**src/rtl/pattern_scan_ctrl.sv**
```systemverilog
// Programmable serial-pattern scan controller: configurable pattern/length/overlap,
// run control with start/abort, per-hit match pulse, saturating hit count and limit-driven done.
module pattern_scan_ctrl #(
    parameter int PAT_W = 8,
    parameter int LEN_W = 4,
    parameter int CNT_W = 8
) (
    input  logic             clk,
    input  logic             reset,
    input  logic             cfg_valid,
    output logic             cfg_ready,
    input  logic [PAT_W-1:0] cfg_pattern,
    input  logic [LEN_W-1:0] cfg_len,
    input  logic             cfg_overlap,
    input  logic [CNT_W-1:0] cfg_limit,
    input  logic             start,
    input  logic             abort,
    input  logic             din,
    input  logic             din_valid,
    output logic             match,
    output logic [CNT_W-1:0] match_count,
    output logic             busy,
    output logic             done,
    output logic             cfg_err
);

    typedef enum logic [1:0] {
        ST_IDLE = 2'd0,
        ST_RUN  = 2'd1,
        ST_DONE = 2'd2
    } state_t;

    localparam logic [LEN_W-1:0] PAT_W_LEN = LEN_W'(PAT_W);
    localparam logic [CNT_W-1:0] CNT_MAX   = {CNT_W{1'b1}};

    state_t             state_r;
    state_t             state_s;
    logic [PAT_W-1:0]   pattern_r;
    logic [LEN_W-1:0]   len_r;
    logic               overlap_r;
    logic [CNT_W-1:0]   limit_r;
    logic               cfg_loaded_r;
    logic [PAT_W-2:0]   hist_r;
    logic [LEN_W-1:0]   fill_r;
    logic               match_r;
    logic [CNT_W-1:0]   count_r;
    logic               busy_r;
    logic               done_r;
    logic               cfg_ready_r;
    logic               cfg_err_r;

    logic               cfg_hs_s;
    logic               len_ok_s;
    logic               start_ok_s;
    logic               sample_s;
    logic [PAT_W-1:0]   window_s;
    logic [PAT_W-1:0]   mask_s;
    logic               fill_full_s;
    logic               hit_s;
    logic [CNT_W-1:0]   count_inc_s;
    logic               limit_hit_s;

    // Scan datapath decode: handshake qualification, window compare and hit detection
    always_comb begin
        cfg_hs_s    = cfg_valid && (state_r != ST_RUN);
        len_ok_s    = (cfg_len >= LEN_W'(2)) && (cfg_len <= PAT_W_LEN);
        start_ok_s  = start && cfg_loaded_r && !cfg_valid && (state_r != ST_RUN);
        sample_s    = (state_r == ST_RUN) && !abort && din_valid;
        window_s    = {hist_r, din};
        mask_s      = {PAT_W{1'b0}};
        for (int i = 0; i < PAT_W; i++) begin
            mask_s[i] = (i < int'(len_r));
        end
        // a hit needs len valid samples since start or since the last non-overlapping hit
        fill_full_s = (({1'b0, fill_r} + (LEN_W+1)'(1)) >= {1'b0, len_r});
        hit_s       = sample_s && (((window_s ^ pattern_r) & mask_s) == {PAT_W{1'b0}}) && fill_full_s;
        if (count_r == CNT_MAX) begin
            count_inc_s = count_r;
        end else begin
            count_inc_s = count_r + CNT_W'(1);
        end
        limit_hit_s = hit_s && (limit_r != {CNT_W{1'b0}}) && (count_inc_s == limit_r);
    end

    // Next-state logic; abort outranks config, which outranks start
    always_comb begin
        state_s = state_r;
        case (state_r)
            ST_IDLE: begin
                if (start_ok_s) begin
                    state_s = ST_RUN;
                end else begin
                    state_s = ST_IDLE;
                end
            end
            ST_RUN: begin
                if (abort) begin
                    state_s = ST_IDLE;
                end else if (limit_hit_s) begin
                    state_s = ST_DONE;
                end else begin
                    state_s = ST_RUN;
                end
            end
            ST_DONE: begin
                if (cfg_hs_s && len_ok_s) begin
                    state_s = ST_IDLE;
                end else if (start_ok_s) begin
                    state_s = ST_RUN;
                end else begin
                    state_s = ST_DONE;
                end
            end
            default: begin
                state_s = ST_IDLE;
            end
        endcase
    end

    // State register
    always_ff @(posedge clk) begin
        if (reset) begin
            state_r <= ST_IDLE;
        end else begin
            state_r <= state_s;
        end
    end

    // Config shadow, scan history/fill, hit counter and registered outputs
    always_ff @(posedge clk) begin
        if (reset) begin
            pattern_r    <= {PAT_W{1'b0}};
            len_r        <= {LEN_W{1'b0}};
            overlap_r    <= 1'b0;
            limit_r      <= {CNT_W{1'b0}};
            cfg_loaded_r <= 1'b0;
            hist_r       <= {(PAT_W-1){1'b0}};
            fill_r       <= {LEN_W{1'b0}};
            match_r      <= 1'b0;
            count_r      <= {CNT_W{1'b0}};
            busy_r       <= 1'b0;
            done_r       <= 1'b0;
            cfg_ready_r  <= 1'b1;
            cfg_err_r    <= 1'b0;
        end else begin
            match_r     <= hit_s;
            cfg_err_r   <= cfg_hs_s && !len_ok_s;
            busy_r      <= (state_s == ST_RUN);
            done_r      <= (state_s == ST_DONE);
            cfg_ready_r <= (state_s != ST_RUN);
            if (cfg_hs_s && len_ok_s) begin
                pattern_r    <= cfg_pattern;
                len_r        <= cfg_len;
                overlap_r    <= cfg_overlap;
                limit_r      <= cfg_limit;
                cfg_loaded_r <= 1'b1;
            end
            if (start_ok_s) begin
                count_r <= {CNT_W{1'b0}};
                hist_r  <= {(PAT_W-1){1'b0}};
                fill_r  <= {LEN_W{1'b0}};
            end else if (sample_s) begin
                hist_r <= window_s[PAT_W-2:0];
                if (hit_s) begin
                    count_r <= count_inc_s;
                end
                if (hit_s && !overlap_r) begin
                    fill_r <= {LEN_W{1'b0}};
                end else if (fill_r != PAT_W_LEN) begin
                    fill_r <= fill_r + LEN_W'(1);
                end
            end
        end
    end

    assign cfg_ready   = cfg_ready_r;
    assign match       = match_r;
    assign match_count = count_r;
    assign busy        = busy_r;
    assign done        = done_r;
    assign cfg_err     = cfg_err_r;

endmodule

```
**config.mk**
```make
export PLATFORM = sky130hd
export DESIGN_NAME = pattern_scan_ctrl
export DESIGN_NICKNAME = d
export VERILOG_FILES = /design/src/rtl/pattern_scan_ctrl.sv
export SDC_FILE = /design/constraint.sdc
export NUM_CORES = 1
export LEC_CHECK = 0
export BUFFER_PORTS_ARGS = -buffer_cell sky130_fd_sc_hd__buf_4
export CAP_MARGIN = 20
export CELL_PAD_IN_SITES_DETAIL_PLACEMENT = 0
export CELL_PAD_IN_SITES_GLOBAL_PLACEMENT = 1
export CORE_AREA = 3 3 76 78
export CTS_BUF_LIST = sky130_fd_sc_hd__clkbuf_4 sky130_fd_sc_hd__clkbuf_8
export DETAILED_ROUTE_END_ITERATION = 8
export DIE_AREA = 0 0 79 81
export PLACE_DENSITY = 0.87
export SYNTH_ARGS = -nofsm -noshare
export SYNTH_HDL_FRONTEND = slang
export SYNTH_SLANG_ARGS = --single-unit
```
**constraint.sdc**
```tcl
create_clock -name clk -period 5.5 [get_ports clk]
set_input_delay 0.275 -clock clk [delete_from_list [all_inputs] [get_ports clk]]
set_output_delay 0.275 -clock clk [all_outputs]
set_load 0.01 [all_outputs]
```
==> results.toml <==
[sta]
finalCritPeriodShare = 0.487
slew_viol_final = 0
min_period_ns = 2.68
setup_viol = 0
skew_ns = 0.00390
final.setup.tns_ns = 0
max_freq_mhz = 373
slew_headroom = 0.546
tightest_slew_ns = 0.672
hold_viol = 0
rsz0062_at_grt = "false"

[yosys]
synth_edf_count = 0
synth_top_area_frac = 0.399
ys_top_cells_by_area = "dfxtp_1 40%, mux2i_1 8.3%, a21oi_1 4.6%"
ys_ff_latch = 48
netlist_area_um2 = 2410
synth-main-ff-cell = "dfxtp_1"
yosysSeqAreaShare = 0.399
synth_nets = 310
synth_warnings = 0
yosysUniqueCellTypes = 55
yosys.area.top_type = "dfxtp_1"
synth.avg_cell_area_um2 = 8.76
netlist_instances = 275
synthArstFlopShare = 0

[setup_path]
crit_path_cell_trace = "ha_1 > and3_4 > or4b_4 > a221oi_2 > a31oi_1 > or4_4 > o21a_1"
crit_path_max_incr_delay_ns = 0.58
cp-start-kind = "flop"
crit_family = "simple AND/OR/NAND/NOR gates"
ff2ff_setup_slack_ns = 2.82
reg2reg_depth = 7
cp_slowest_cell = "or4_4"
regToRegEndpoint = "busy"
cp_data_arrival_time_ns = 2.89
path_max_fanout = 7
criticalPathCategory = "flop to flop"
crit_required_ns = 5.71
worstSetupEndpointType = "flop"
cp_num_buf_inv = 0
timing.rr.start = "match_count[0]"

[global_route]
met2_usage = 0.276
grt_pass1_wl_mm = 9.49
antenna_found_initial = 0
grt_util_met1 = 0.274
grt_busiest_layer = "met2"
grt_pass1_vias = 1953
grt.met3_usage = 0.0432
grt_max_degree = 29
overflow = 0
grt_usage = 0.188

[pwr]
power.density_nw_per_um2 = 244
ir_worst_vdd_mv = 0.138
p_leak_nw = 1.22

[placement]
placed_cell_area_um2 = 2740
portBuffers = 40
gp_congestion = 0.849
dp_cells = 372
dp_hpwl_mm = 3.94

[clock_network]
cts_sinks = 48
post_cts_resized = 0
cts_buffers = 5
postCtsSetupRepairBufs = 0
cts.path.max_buffers = 2
clk_latency_ns = 0.31
cts_hold_buf = 0
htreeDepth = 2
clk_pin_slew_ns = 0.09
cts_tree = "done"
cts_root_buffer = "clkbuf_8"

[final_layout]
final_cell_area_um2 = 2850
nets = 344
final_cells = 380
area_growth_pct = 18.4
diodes = 0
layout-drive-gt1-share = 0.184

[hold_path]
min_from = "cfg_limit[4]"
min_to = "limit_r[4]"
whs_path_depth = 3
hold_path_class = "primary input to flop"

[route]
vias = 2052
viasPerCell = 5.40
wl_mm = 5.50
wl_per_cell_um = 14.5
ant_nets = 0
drt_first_iter_violations = 106
drc_errors = 0
drt_pass1_iterations = 4

[die]
fp.dieH_um = 81
die_w_um = 79
rows = 26
core-area_um2 = 5140
ios = 41
initial_core_util = 0.469
die_area_um2 = 6400

[job]
cap_violations = 0

[run_status]
outcome = "completed"
## worst max path at each step
stage | endpoint | startpoint | cells after the start
2_1_floorplan | busy | match_count[0] | 7
3_3_place_gp | state_r[0] | match_count[0] | 7
5_1_grt | busy | match_count[0] | 7
4_1_cts | busy | match_count[0] | 7
6_report | busy | match_count[0] | 7
3_5_place_dp | state_r[0] | match_count[0] | 7
## layout by cell type, fill, tap and decap left out, types with 7 or more instances in the layout
| cell type | n |
|---|---|
| dfxtp_1 | 48 |
| nand3_1 | 9 |
| nor2_1 | 29 |
| nand2_1 | 23 |
| ha_1 | 7 |
| xnor2_1 | 9 |
| inv_1 | 10 |
| xor2_1 | 7 |
| mux2i_1 | 20 |
| o21ai_0 | 8 |
| buf_4 | 42 |
| a21oi_1 | 22 |
## final cells by class
| type | instances | area, µm² |
|---|---|---|
| multi-input cells | 202 | 1340 |
| well taps | 70 | 87.6 |
| clock buffers | 5 | 68.8 |
| inverters | 10 | 37.5 |
| clock inverters | 3 | 42.5 |
| repair buffers | 42 | 315 |
| fillers | 512 | 2290 |
| flip-flops and latches | 48 | 961 |
## report_power, final
group / internal, mW / total, mW / switching [mW]
Clock: 0.135 / 0.259 / 0.125
Combinational: 0.0373 / 0.0710 / 0.0337
Sequential: 0.357 / 0.366 / 0.00945
## Yosys cell counts, types with 2 or more instances
cell      instances
dfxtp_1          48
nor2_1           29
nand2_1          23
a21oi_1          22
mux2i_1          20
inv_1            10
clkbuf_1          9
nand3_1           9
xnor2_1           9
o21ai_0           8
ha_1              7
xor2_1            7
nand3b_1          5
nor3_1            5
a211oi_1          4
a31oi_1           4
buf_2             3
o21ai_1           3
o21bai_1          3
or4_1             3
a311oi_1          2
and3_1            2
nand2b_1          2
nand4_1           2
nor4b_1           2
o211ai_1          2
o21a_1            2
o41ai_1           2
or3_1             2
## worst reg2reg max path, cell delays in order, from the launching register on
cell      delay (ns)
dfxtp_1         0.38
ha_1            0.32
and3_4          0.24
or4b_4          0.53
a221oi_2        0.26
a31oi_1         0.07
or4_4           0.59
o21a_1          0.21
## through the flow
| stage | utilization | hold slack (ns) | worst slack [ns] | power (mW) |
|---|---|---|---|---|
| 6_report | 0.555 | 0.190 | 2.82 | 0.697 |
| 5_1_grt | 0.555 | 0.199 | 2.68 | 0.724 |
| 4_1_cts | 0.555 | 0.193 | 2.83 | 0.700 |
| 3_5_place_dp | 0.533 | 0.452 | 2.84 | 0.445 |
| 3_3_place_gp | 0.533 | 0.447 | 2.90 | 0.444 |
| 2_1_floorplan | - | 0.411 | 2.96 | 0.417 |
## flip-flops by register name, indices dropped and copies added, names as in the netlist
register      flops
limit_r           8
match_count       8
pattern_r         8
hist_r            7
fill_r            4
len_r             4
state_r           2
busy              1
cfg_err           1
cfg_loaded_r      1
cfg_ready         1
done              1
match             1
overlap_r         1
## logic make-up after synthesis
kind of cell             share of synthesized area
multiplexers                                0.0831
buffers and inverters                       0.0452
AND/OR/NAND/NOR                              0.207
flip-flops                                   0.399
adder cells (fa/ha/maj)                     0.0363
XOR/XNOR                                    0.0582
AO/OA/AOI/OAI                                0.172
## metal layers
layer / wire length, µm / vias up
met1: 2800 / 946
met5: 0 / -
met2: 2390 / 41
met4: 52 / 0
li1: - / 1060
met3: 245 / 5
(Power assumes the default switching activity.)
